[config.mk]
export PLATFORM = sky130hd
export DESIGN_NAME = fsquare_iter
export DESIGN_NICKNAME = d
export VERILOG_FILES = /design/src/rtl/fsquare_iter.sv
export SDC_FILE = /design/constraint.sdc
export NUM_CORES = 1
export LEC_CHECK = 0
export ABC_CLOCK_PERIOD_IN_PS = 4350
export CAP_MARGIN = 20
export CORE_ASPECT_RATIO = 0.75
export CORE_MARGIN = 1
export CORE_UTILIZATION = 45
export CTS_CLUSTER_SIZE = 8
export DETAILED_ROUTE_END_ITERATION = 6
export HOLD_SLACK_MARGIN = 0.1
export SLEW_MARGIN = 20
export SYNTH_ARGS = -nofsm -noshare
export SYNTH_HDL_FRONTEND = slang
export SYNTH_SLANG_ARGS = --single-unit
export TNS_END_PERCENT = 10
[constraint.sdc]
create_clock -name clk -period 4.35 [get_ports clk]
set_input_delay 1.305 -clock clk [delete_from_list [all_inputs] [get_ports clk]]
set_output_delay 1.305 -clock clk [all_outputs]
set_load 0.005 [all_outputs]
[src/rtl/fsquare_iter.sv]
// fsquare_iter: iterative single-precision squarer, y = x*x, round-to-nearest-even.
// A 24-cycle shift-add multiply of the significand with itself, then one cycle of
// normalise/round, so every operand (special or not) takes 25 cycles to its result.
// The sign of y is always 0. Results that overflow give +inf with ovf set; results
// whose exponent would be <= 0 are flushed to +0 with udf set. Denormal inputs read as 0.
//
// Ports:
//   clk        clock, all state changes on the rising edge
//   rstn       synchronous active-low reset
//   in_valid   operand x offered
//   in_ready   unit idle and able to accept an operand
//   x          IEEE-754 single-precision operand
//   out_valid  result y valid (held until out_ready)
//   out_ready  consumer takes the result
//   y          single-precision x*x
//   ovf        result overflowed to +inf
//   udf        result underflowed and was flushed to +0
module fsquare_iter (
  input  logic        clk,
  input  logic        rstn,
  input  logic        in_valid,
  output logic        in_ready,
  input  logic [31:0] x,
  output logic        out_valid,
  input  logic        out_ready,
  output logic [31:0] y,
  output logic        ovf,
  output logic        udf
);

  localparam logic [1:0] IDLE = 2'd0;
  localparam logic [1:0] MUL  = 2'd1;
  localparam logic [1:0] DONE = 2'd2;

  localparam logic [4:0] LAST_STEP = 5'd24;

  logic [1:0]  state_q, state_d;
  logic [4:0]  cnt_q, cnt_d;
  logic [30:0] x_q, x_d;
  logic [47:0] acc_q, acc_d;
  logic [23:0] mpl_q, mpl_d;
  logic [31:0] y_q, y_d;
  logic        ovf_q, ovf_d;
  logic        udf_q, udf_d;

  // The square is always non-negative, so the operand sign is never needed.
  logic unused_sign;
  assign unused_sign = x[31];

  logic [7:0]  ex;
  logic [22:0] mx;
  logic [23:0] mcand;
  assign ex    = x_q[30:23];
  assign mx    = x_q[22:0];
  assign mcand = {1'b1, mx};

  // Right-shifting shift-add step: add the multiplicand into the upper half, then
  // shift the whole accumulator (with the carry) down one bit.
  logic [24:0] psum;
  assign psum = {1'b0, acc_q[47:24]} + (mpl_q[0] ? {1'b0, mcand} : 25'd0);

  // Normalise and round the finished 48-bit product.
  logic               c;
  logic [22:0]        frac_pre;
  logic               g, r, s, rnd_up, rc;
  logic [23:0]        frac_r;
  logic signed [9:0]  ey;
  logic [31:0]        res_y;
  logic               res_ovf, res_udf;

  always_comb begin
    c        = acc_q[47];
    frac_pre = c ? acc_q[46:24] : acc_q[45:23];
    g        = c ? acc_q[23] : acc_q[22];
    r        = c ? acc_q[22] : acc_q[21];
    s        = c ? |acc_q[21:0] : |acc_q[20:0];
    rnd_up   = g & (r | s | frac_pre[0]);
    frac_r   = {1'b0, frac_pre} + {23'd0, rnd_up};
    rc       = frac_r[23];
    ey       = $signed({1'b0, ex, 1'b0}) - 10'sd127 + $signed({9'd0, c}) + $signed({9'd0, rc});

    res_y   = 32'h0000_0000;
    res_ovf = 1'b0;
    res_udf = 1'b0;
    if (ex == 8'hFF) begin
      res_y = (mx != 23'd0) ? 32'h7FC0_0000 : 32'h7F80_0000;
    end else if (ex == 8'h00) begin
      res_y = 32'h0000_0000;
    end else if (ey >= 10'sd255) begin
      res_y   = 32'h7F80_0000;
      res_ovf = 1'b1;
    end else if (ey <= 10'sd0) begin
      res_y   = 32'h0000_0000;
      res_udf = 1'b1;
    end else begin
      res_y = {1'b0, ey[7:0], rc ? 23'd0 : frac_r[22:0]};
    end
  end

  always_comb begin
    state_d = state_q;
    cnt_d   = cnt_q;
    x_d     = x_q;
    acc_d   = acc_q;
    mpl_d   = mpl_q;
    y_d     = y_q;
    ovf_d   = ovf_q;
    udf_d   = udf_q;
    unique case (state_q)
      IDLE: begin
        if (in_valid) begin
          x_d     = x[30:0];
          acc_d   = 48'd0;
          mpl_d   = {1'b1, x[22:0]};
          cnt_d   = 5'd0;
          state_d = MUL;
        end
      end
      MUL: begin
        if (cnt_q != LAST_STEP) begin
          acc_d = {psum, acc_q[23:1]};
          mpl_d = {1'b0, mpl_q[23:1]};
          cnt_d = cnt_q + 5'd1;
        end else begin
          y_d     = res_y;
          ovf_d   = res_ovf;
          udf_d   = res_udf;
          cnt_d   = 5'd0;
          state_d = DONE;
        end
      end
      DONE: begin
        if (out_ready) begin
          state_d = IDLE;
        end
      end
      default: state_d = IDLE;
    endcase
  end

  always_ff @(posedge clk) begin
    if (!rstn) begin
      state_q <= IDLE;
      cnt_q   <= 5'd0;
      x_q     <= 31'd0;
      acc_q   <= 48'd0;
      mpl_q   <= 24'd0;
      y_q     <= 32'd0;
      ovf_q   <= 1'b0;
      udf_q   <= 1'b0;
    end else begin
      state_q <= state_d;
      cnt_q   <= cnt_d;
      x_q     <= x_d;
      acc_q   <= acc_d;
      mpl_q   <= mpl_d;
      y_q     <= y_d;
      ovf_q   <= ovf_d;
      udf_q   <= udf_d;
    end
  end

  assign in_ready  = (state_q == IDLE);
  assign out_valid = (state_q == DONE);
  assign y         = y_q;
  assign ovf       = ovf_q;
  assign udf       = udf_q;

endmodule

# Word-level counts from Yosys, hierarchy flattened

Index checks and enable logic that the tools add are counted.

$lt $le $gt $ge: 2
Mux-type cells: 31
Reduce and logical (&&, ||, !) cells: 11
Multiply operators: 0
Div/mod/pow operators: 0
Add/sub/neg operators: 6
Shifts and indexed selects: 0
Eq/ne operators: 8
Bitwise operators: 4

Operator list:

| kind                                                  | count |
|---|---|
| 2-to-1 mux 31 bit                                     | 4 |
| 2-to-1 mux 48 bit                                     | 2 |
| one-hot mux 48 bit (2 select lines)                   | 1 |
| 2-to-1 mux 24 bit                                     | 3 |
| 2-to-1 mux 23 bit                                     | 3 |
| one-hot mux 24 bit (2 select lines)                   | 1 |
| adder 24 x 24 -> 25 bit                               | 1 |
| adder 23 x 1 -> 24 bit                                | 1 |
| nonzero test 23 bit                                   | 1 |
| OR reduction 22 bit                                   | 1 |
| OR reduction 21 bit                                   | 1 |
| adder 10 x 2 -> 10 bit                                | 2 |
| >= comparator 10 x 9 -> 1 bit (second input constant) | 1 |
| <= comparator 10 x 1 -> 1 bit (second input constant) | 1 |
| 2-to-1 mux 1 bit                                      | 10 |
| 2-to-1 mux 5 bit                                      | 2 |
| one-hot mux 5 bit (2 select lines)                    | 1 |
| subtractor 9 x 7 -> 10 bit (second input constant)    | 1 |
| == test 8 bit (second input constant)                 | 1 |
| zero test 8 bit                                       | 1 |
| 2-to-1 mux 2 bit                                      | 3 |
| != test 2 bit (second input constant)                 | 3 |
| one-hot mux 2 bit (3 select lines)                    | 1 |
| AND reduction 2 bit                                   | 3 |
| other kinds (11)                                      | 13 |

Bits in latches: 0
Memory bits (read-only): 0
Register bits: 144
Input bits: 36
Memories: 0
RAM bits: 0

# Longest topological paths before layout

Gate-level depths: netlist (run 1).

Depth after elaboration: 12
Gate-level depth with buffers: 20
Depth with buffers taken out: 16

# Worst setup path before layout (run 1)

No wires, ideal clock.

Path type: reg-to-reg
From: reg acc_q[47]
To: reg y_q[4] (netlist: y[4])
Stages on the path, launching flop included: 20
Setup time: 128 ps
Arrival time: 3,612 ps
Clock period less this slack: 3,739 ps
Slack: 611 ps
Buffers on the path: 3
Path through: dfxtp_1 buf_6 mux2i_1 or4b_4 nor3_4 and2_4 nand3_4 ha_1 inv_1 ha_1 and3_1 clkbuf_1 nand3_1 xor2_1 nand4_1 a21oi_1 nor3b_4 buf_6 a32oi_1 nor2_1

Word-level cells in the longest chain between the ends: 11
Elaborated cells between the ends (all ways): 17

Ends and longest elaborated chain:

| element                                    | RTL line | text |
|---|---|---|
| start, declared                            | 40       | `logic [47:0] acc_q, acc_d;` |
| start signal, assigned                     | 146      | `acc_q <= 48'd0;` |
| start signal, assigned                     | 155      | `acc_q <= acc_d;` |
| 2-to-1 mux 1 bit, on equally long branches | 75, 76   |  |
| OR 1 bit (2 in a row)                      | 77       | `rnd_up = g & (r \| s \| frac_pre[0]);` |
| bitwise AND 1 bit                          | 77       |  |
| adder 23 x 1 -> 24 bit                     | 78       | `frac_r = {1'b0, frac_pre} + {23'd0, rnd_up};` |
| adder 10 x 2 -> 10 bit                     | 80       | `ey = $signed({1'b0, ex, 1'b0}) - 10'sd127 + $signed({9'd0, c}) + $signed({9'd0, rc});` |
| <= comparator 10 x 1 -> 1 bit              | 92       | `end else if (ey <= 10'sd0) begin` |
| 2-to-1 mux 31 bit                          | 92       |  |
| 2-to-1 mux 31 bit *                        | 89       | `end else if (ey >= 10'sd255) begin` |
| 2-to-1 mux 31 bit *                        | 87       | `end else if (ex == 8'h00) begin` |
| 2-to-1 mux 31 bit *                        | 85       | `if (ex == 8'hFF) begin` |
| end signal, assigned                       | 157      | `y_q <= y_d;` |
| end, declared                              | 42       | `logic [31:0] y_q, y_d;` |

Every way passes the cells marked *; elsewhere a longest branch is shown, timed or not.
A chain may end at the register's enable or synchronous reset.

# Worst setup path in the final report (run 1)

From: reg acc_q[47]
To: reg y_q[21] (netlist: y[21])

Same word-level chain as after synthesis.

==> run_results.csv, run 1 <==
group,metric,value,unit
sta,fin_ws,0.335,ns
logic_synthesis,synth_edf_count,0,
pwr,power.net_switching,0.815,mW
pwr,p_seq_share,44.4,%
logic_synthesis,synth_area_leaders,"sky130_fd_sc_hd__dfxtp_1, sky130_fd_sc_hd__nand2_1, sky130_fd_sc_hd__a21oi_1",
routing,wl,20400,µm
pwr,power.share.clock,46.4,%
setup_path,crit_path_cell_trace,"buf_6, mux2_2, and4_1, and4_1, and2_4, nand3_4, ha_1, inv_1, ha_1, and3_2, a21oi_1, xnor2_1, o21a_1, nand2_1, nor3b_4, buf_8, a21oi_1, a211oi_1",
sta,skew,0.00836,ns
global_routing,grt_pass1_wl,33400,µm
sta,layout_worst_path_cycle_share,92.3,%
routing,detail_route.first_pass.iterations,5,
logic_synthesis,synth.yosys.seq_area_share,36.6,%
floorplanning,dieHeight,116,µm
logic_synthesis,synth_area,7810,µm²
setup_path,crit_path_end_kind,"flip-flop",
floorplanning,std_cell_rows,41,
clock_tree,clock_tree.buffer_depth,2,
logic_synthesis,ys_ff_latch,143,
layout,post-route-util,55.0,%
place,detailed_place.area,8680,µm²
clock_tree,cts_setup_buffers,0,
layout,drive_gt1_share,7.18,%
logic_synthesis,yosys_warnings,0,
clock_tree,cts_buffers,17,
sta,slew_headroom,31.9,%
pwr,max-vdd-ir-drop,0.000240,V
clock_tree,clock_tree.root_cell,"sky130_fd_sc_hd__clkbuf_16",
routing,drc,0,
pwr,leakage,3.49,nW
job,max_cap_check_violation_count,0,
logic_synthesis,syn-mean-instance-area,7.67,µm²
setup_path,crit-reg2reg-launch,"acc_q[47]$_SDFFE_PN0P_",
setup_path,cp.arrival,4.36,ns
clock_tree,cts_tree,"built",
setup_path,worst-r2r-cell-count,18,
layout,stdcell_area,9290,µm²
logic_synthesis,post-synth-top-area-fraction,36.6,%
layout,antennaDiodeCount,0,
place,routabilityCongestion,0.913,
floorplanning,die_area,17900,µm²
sta,timing_worst_slew_pin_value,1.02,ns
global_routing,antenna_found_initial,0,
layout,final_common_cell,"sky130_fd_sc_hd__nand2_1",
setup_path,timing.critical_path.required,4.70,ns
clock_tree,insertion_delay,0.43,ns
routing,drt_iter0_markers,531,
min_path,holdCritStartpoint,"cnt_q[4]$_SDFFE_PN0P_",
sta,setup-violations-final,0,
clock_tree,cts.hold.buffers_added,0,
global_routing,grt_max_degree,110,
run_status,run_status,"completed",
routing,wl_per_cell,15.9,µm
logic_synthesis,ys_types,62,
routing,via_per_inst,5.64,
routing,drt.antenna.violating_nets,0,
floorplanning,num_io_pins,72,
sta,finalHoldViolations,0,
floorplanning,die_width,154,µm
routing,num_vias,7267,
sta,layout_min_cycle_time,4.01,ns
min_path,min_to,"cnt_q[4]$_SDFFE_PN0P_",
sta,max_clk_rate,249,MHz
clock_tree,cts-resized-gates,0,
layout,syn2layout_area_growth,18.9,%
clock_tree,clkSlewWorstSetupHoldPaths,0.06,ns
logic_synthesis,syn-num-nets,1085,
pwr,netSwitchingFraction,25.8,%
layout,mostFrequentLayoutCells,"sky130_fd_sc_hd__nand2_1, sky130_fd_sc_hd__dfxtp_1, sky130_fd_sc_hd__a21oi_1",
place,detailedPlacementHpwl,14200,µm
pwr,intPower,2.35,mW
setup_path,critPathLaunchType,"flip-flop",
logic_synthesis,cell_type_with_the_largest_total_area_after_synthesis,"sky130_fd_sc_hd__dfxtp_1",
logic_synthesis,post_synth_inst_count,1019,
setup_path,critical_path.slowest_cell,"sky130_fd_sc_hd__dfxtp_2",
place,place_worst_setup_slack,0.244,ns
clock_tree,tritoncts_num_sinks,143,
clock_tree,cts.htree.levels,4,
min_path,hold_depth,1,
global_routing,all_layer_gr_usage,23.7,%
global_routing,gr-total-overflow,0,
place,io_buffers,69,
sta,grt_setup_unrepaired,"false",
setup_path,timing_worst_setup_path_type,"reg -> reg",
floorplanning,initial_standard_cell_utilization_of_the_core,46.3,%
sta,maxSlewViolCount,0,
logic_synthesis,async_flop_share,0,%
layout,num-nets-final,1126,
pwr,p_per_area,341,nW/µm²
setup_path,worstReg2RegEnd,"y[21]$_SDFFE_PN0P_",
setup_path,cp_max_fo,22,
pwr,comb_power_share,9.2,%
floorplanning,core_region_area,16900,µm²
setup_path,max_stage_delay,0.42,ns
min_path,class_of_the_most_critical_hold_timing_path,"reg -> reg",
setup_path,r2r_slack,0.34,ns
global_routing,via_count_of_the_first_global_routing_pass,6440,
sta,setup-tns-final,0,ns
logic_synthesis,synth_flop_cell,"sky130_fd_sc_hd__dfxtp_1",
## routing by layer
layer  wire length [µm]  global-route usage (%)  up-vias
met4                309                    8.53        0
met3                981                    4.01       27
met5                  0                       0        -
met2               8270                    33.2      166
met1              10900                    36.0     3372
li1                   -                       -     3702
## worst max-delay path by stage
stage / start / endpoint / slack [ns]
final: acc_q[47]$_SDFFE_PN0P_ / y[21]$_SDFFE_PN0P_ / 0.34
after global routing: acc_q[24]$_SDFFE_PN0P_ / y[21]$_SDFFE_PN0P_ / 0.001
after detailed placement: acc_q[26]$_SDFFE_PN0P_ / y[22]$_SDFFE_PN0P_ / 0.24
after global placement: acc_q[26]$_SDFFE_PN0P_ / y[22]$_SDFFE_PN0P_ / 0.31
after floorplan: acc_q[47]$_SDFFE_PN0P_ / y[4]$_SDFFE_PN0P_ / 0.61
after CTS: acc_q[26]$_SDFFE_PN0P_ / y[22]$_SDFFE_PN0P_ / 0.21
## power groups by stage
stage / Sequential, mW / Clock (mW) / Combinational, mW
after floorplan: 1.41 / 0 / 0.207
after global placement: 1.43 / 0 / 0.291
after detailed placement: 1.43 / 0 / 0.291
after CTS: 1.40 / 1.49 / 0.292
after global routing: 1.41 / 1.55 / 0.327
final: 1.40 / 1.47 / 0.292
## flip-flops by register name (all words and copies together), names as in the netlist
signal and count:
state_q 2, udf 1, acc_q 48, x_q 31, cnt_q 5, ovf 1, y 31, mpl_q 24
## synth_stat cells (all sizes together), types with 3 or more instances
master and count:
o21a 8, buf 21, nor3 11, mux2 5
o31ai 3, a221oi 4, nand4 9, dfxtp 143
a22oi 14, clkbuf 52, and3 9, nand2 203
o21ai 31, a311oi 28, inv 13, nand3 52
a32oi 11, nand2b 11, mux2i 9, a31oi 15
nor4 11, xnor2 24, and2 30, o21bai 4
a211oi 12, nor2 85, a21oi 106, xor2 15
a21o 8, ha 29, nor2b 9
## kinds of logic (layout without fill, tap and decap cells)
logic type / Yosys count / in the layout / share of synthesized area (%)
adders and majority gates: 30 / 30 / 4.90
and+or+nand+nor: 444 / 444 / 26.2
AOI/OAI and AO/OA: 260 / 260 / 21.3
DFF: 143 / 143 / 36.6
buffers and inverters: 88 / 142 / 4.65
xor gates and xnor gates: 39 / 39 / 4.37
other: 1 / 1 / 0.0480
muxes: 14 / 14 / 1.87
## critical path: cells and delay by family, from the launching register on
family                     cells  cell delay (ns)
AOI/OAI and AO/OA              4             0.69
xor gates and xnor gates       1             0.18
adders and majority gates      2             0.38
buffers and inverters          3             0.45
DFF                            1             0.42
muxes                          1             0.36
and+or+nand+nor                7             1.44
## layout make-up
type / count / area [µm²]
clock buffer: 21 / 460
clock inverter: 11 / 131
fill: 1632 / 7590
inverter: 15 / 57.6
multi-input combinational: 788 / 4590
sequential: 143 / 2870
tap: 215 / 269
timing repair buffer: 95 / 913
## stage by stage
| stage | total power, mW | hold slack (ns) | cells |
|---|---|---|---|
| CTS | 3.19 | 0.467 | 1288 |
| finish | 3.16 | 0.464 | 1288 |
| floorplan | 1.62 | 0.423 | 1019 |
| global route | 3.29 | 0.479 | 1288 |
| global placement | 1.72 | 0.450 | 1256 |
| detailed placement | 1.72 | 0.456 | 1256 |
Power figures use the tool's default switching activity.
==> run 2, diff against run 1 <==
--- a/config.mk
+++ b/config.mk
@@ -5,7 +5,7 @@
 export SDC_FILE = /design/constraint.sdc
 export NUM_CORES = 1
 export LEC_CHECK = 0
-export ABC_CLOCK_PERIOD_IN_PS = 4350
+export ABC_CLOCK_PERIOD_IN_PS = 5150
 export CAP_MARGIN = 20
 export CORE_ASPECT_RATIO = 0.75
 export CORE_MARGIN = 1
==> constraint.sdc (replaced) <==
create_clock -name clk -period 5.15 [get_ports clk]
set_input_delay 1.545 -clock clk [delete_from_list [all_inputs] [get_ports clk]]
set_output_delay 1.545 -clock clk [all_outputs]
set_load 0.005 [all_outputs]
==> run 2 against run 1 <==
Global-route usage is 0.37 points lower. Non-clock buffer count is 11 lower. Sequential share of layout area rose by 0.27 points. Critical endpoint is now y[4]$_SDFFE_PN0P_. Flip-flop and latch count is the same. Via count shrank 1.5%.
==> run_results.csv, run 2 (synthesis gave the netlist of run 1 again) <==
group,metric,value,unit
clock_tree,clock_tree.root_cell,"sky130_fd_sc_hd__clkbuf_16",
routing,wl,20100,µm
setup_path,critPathMostFrequentCell,"sky130_fd_sc_hd__ha_1",
routing,drt.antenna.violating_nets,0,
clock_tree,cts.hold.buffers_added,0,
min_path,hold_depth,1,
setup_path,timing_worst_setup_path_type,"reg -> reg",
layout,drive_gt1_share,5.84,%
clock_tree,cts-resized-gates,0,
setup_path,cp.arrival,4.64,ns
setup_path,worst-r2r-cell-count,17,
clock_tree,cts_tree,"built",
clock_tree,cts_setup_buffers,0,
clock_tree,clkSlewWorstSetupHoldPaths,0.06,ns
job,max_cap_check_violation_count,0,
setup_path,critical_path.slowest_cell,"sky130_fd_sc_hd__or4b_4",
routing,detail_route.first_pass.iterations,5,
sta,grt_setup_unrepaired,"false",
layout,num-nets-final,1115,
routing,drc,0,
sta,layout_worst_path_cycle_share,84.6,%
sta,setup-violations-final,0,
place,detailedPlacementHpwl,13900,µm
setup_path,max_stage_delay,0.60,ns
layout,antennaDiodeCount,0,
pwr,max-vdd-ir-drop,0.000192,V
floorplanning,initial_standard_cell_utilization_of_the_core,46.3,%
global_routing,grt_max_degree,123,
place,place_worst_setup_slack,0.820,ns
clock_tree,clock_tree.buffer_depth,2,
sta,maxSlewViolCount,0,
layout,largest_register_ffs,48,
layout,register_area,2860,µm²
floorplanning,std_cell_rows,41,
sta,max_clk_rate,230,MHz
sta,timing_worst_slew_pin_value,1.03,ns
layout,mostFrequentLayoutCells,"sky130_fd_sc_hd__nand2_1, sky130_fd_sc_hd__dfxtp_1, sky130_fd_sc_hd__a21oi_1",
setup_path,crit_path_end_kind,"flip-flop",
sta,slew_headroom,31.3,%
clock_tree,insertion_delay,0.43,ns
sta,finalHoldViolations,0,
clock_tree,tritoncts_num_sinks,143,
min_path,min_to,"cnt_q[4]$_SDFFE_PN0P_",
setup_path,timing.critical_path.required,5.44,ns
routing,num_vias,7158,
place,place_inst,1245,
layout,filler_cell_count,1621,
routing,wl_per_cell,15.7,µm
layout,multi_input_area,4590,µm²
pwr,leakage,3.43,nW
floorplanning,num_io_pins,72,
global_routing,gr-total-overflow,0,
setup_path,critPathLaunch,"acc_q[26]$_SDFFE_PN0P_",
pwr,p_per_area,295,nW/µm²
sta,skew,0.0119,ns
min_path,class_of_the_most_critical_hold_timing_path,"reg -> reg",
floorplanning,die_width,154,µm
setup_path,critPathTopFamily,"simple AND/OR/NAND/NOR gates",
setup_path,crit_path_cell_trace,"mux2i_1, or4b_4, nor3_4, and2_4, nand3_4, ha_1, inv_1, ha_1, and3_1, nand3_1, xor2_1, nand4_1, a21oi_1, nor3b_4, buf_4, a32oi_1, nor2_1",
sta,setup-tns-final,0,ns
global_routing,all_layer_gr_usage,23.3,%
global_routing,via_count_of_the_first_global_routing_pass,6252,
min_path,holdCritStartpoint,"cnt_q[4]$_SDFFE_PN0P_",
routing,drt_iter0_markers,526,
setup_path,r2r_slack,0.79,ns
layout,syn2layout_area_growth,17.8,%
routing,via_per_inst,5.61,
setup_path,critPathLaunchType,"flip-flop",
clock_tree,cts.htree.levels,4,
run_status,run_status,"completed",
global_routing,grt_pass1_wl,33000,µm
layout,final_common_cell,"sky130_fd_sc_hd__nand2_1",
place,routabilityCongestion,0.915,
floorplanning,dieHeight,116,µm
clock_tree,cts_buffers,17,
setup_path,timing.critical_path.buf_inv,2,
place,io_buffers,69,
sta,layout_min_cycle_time,4.36,ns
setup_path,crit-reg2reg-launch,"acc_q[26]$_SDFFE_PN0P_",
setup_path,worstReg2RegEnd,"y[4]$_SDFFE_PN0P_",
layout,layout.cells.non_filler,1277,
floorplanning,die_area,17900,µm²
layout,largest-register,"acc_q",
sta,fin_ws,0.794,ns
setup_path,cp_max_fo,22,
floorplanning,core_region_area,16900,µm²
global_routing,antenna_found_initial,0,
run 2: cell types whose count changed in the layout (fill, tap and decap cells not counted), moves of 2 or more:
cell / delta
sky130_fd_sc_hd__buf_4: -8
sky130_fd_sc_hd__buf_6: -2
sky130_fd_sc_hd__clkinv_4: -2
sky130_fd_sc_hd__dfxtp_1: +2
sky130_fd_sc_hd__dfxtp_2: -2
sky130_fd_sc_hd__inv_6: +2
run 2: routing by layer:
metal	global-route usage, %	wire (µm)	vias to the layer above
li1	-	-	3680
met1	35.2	11000	3316
met2	33.6	8170	153
met3	5.53	851	9
met4	4.20	93	0
met5	0	0	-
run 2: worst max path at each step:
| stage | to | slack [ns] | depth (start not counted) |
|---|---|---|---|
| after floorplan | y[4]$_SDFFE_PN0P_ | 1.41 | 19 |
| after global placement | y[4]$_SDFFE_PN0P_ | 0.86 | 17 |
| after detailed placement | y[4]$_SDFFE_PN0P_ | 0.82 | 17 |
| after CTS | y[4]$_SDFFE_PN0P_ | 0.77 | 17 |
| after global routing | y[4]$_SDFFE_PN0P_ | 0.49 | 18 |
| final | y[4]$_SDFFE_PN0P_ | 0.79 | 17 |
run 2: power by group:
group / internal [mW] / total, mW / leakage, nW / switching, mW
Combinational: 0.0940 / 0.243 / 1.98 / 0.149
Sequential: 1.15 / 1.19 / 1.16 / 0.0400
Clock: 0.781 / 1.28 / 0.289 / 0.501
run 2: area by class of cell:
cell class,count,area share [%]
Clock inverter,11,1.67
Sequential cell,143,31.1
Timing Repair Buffer,84,8.87
Clock buffer,21,4.90
Multi-Input combinational cell,788,49.9
Inverter,15,0.626
Tap cell,215,2.92
run 2: metrics by stage:
step / util (%) / hold slack (ns) / total power [mW] / cell area, µm²
6_report: 54.5 / 0.463 / 2.71 / 9200
4_1_cts: 54.5 / 0.459 / 2.73 / 9200
3_3_place_gp: 50.9 / 0.451 / 1.45 / 8600
2_1_floorplan: - / 0.423 / 1.37 / 7810
5_1_grt: 54.5 / 0.490 / 2.82 / 9200
3_5_place_dp: 50.9 / 0.450 / 1.45 / 8600
run 2: worst reg2reg max path: stages, from the launching register on:
cell and delay [ns]:
sky130_fd_sc_hd__dfxtp_1 0.47, sky130_fd_sc_hd__mux2i_1 0.17, sky130_fd_sc_hd__or4b_4 0.60, sky130_fd_sc_hd__nor3_4 0.34, sky130_fd_sc_hd__and2_4 0.24, sky130_fd_sc_hd__nand3_4 0.08
sky130_fd_sc_hd__ha_1 0.22, sky130_fd_sc_hd__inv_1 0.06, sky130_fd_sc_hd__ha_1 0.21, sky130_fd_sc_hd__and3_1 0.32, sky130_fd_sc_hd__nand3_1 0.12, sky130_fd_sc_hd__xor2_1 0.23
sky130_fd_sc_hd__nand4_1 0.11, sky130_fd_sc_hd__a21oi_1 0.47, sky130_fd_sc_hd__nor3b_4 0.07, sky130_fd_sc_hd__buf_4 0.24, sky130_fd_sc_hd__a32oi_1 0.23, sky130_fd_sc_hd__nor2_1 0.06
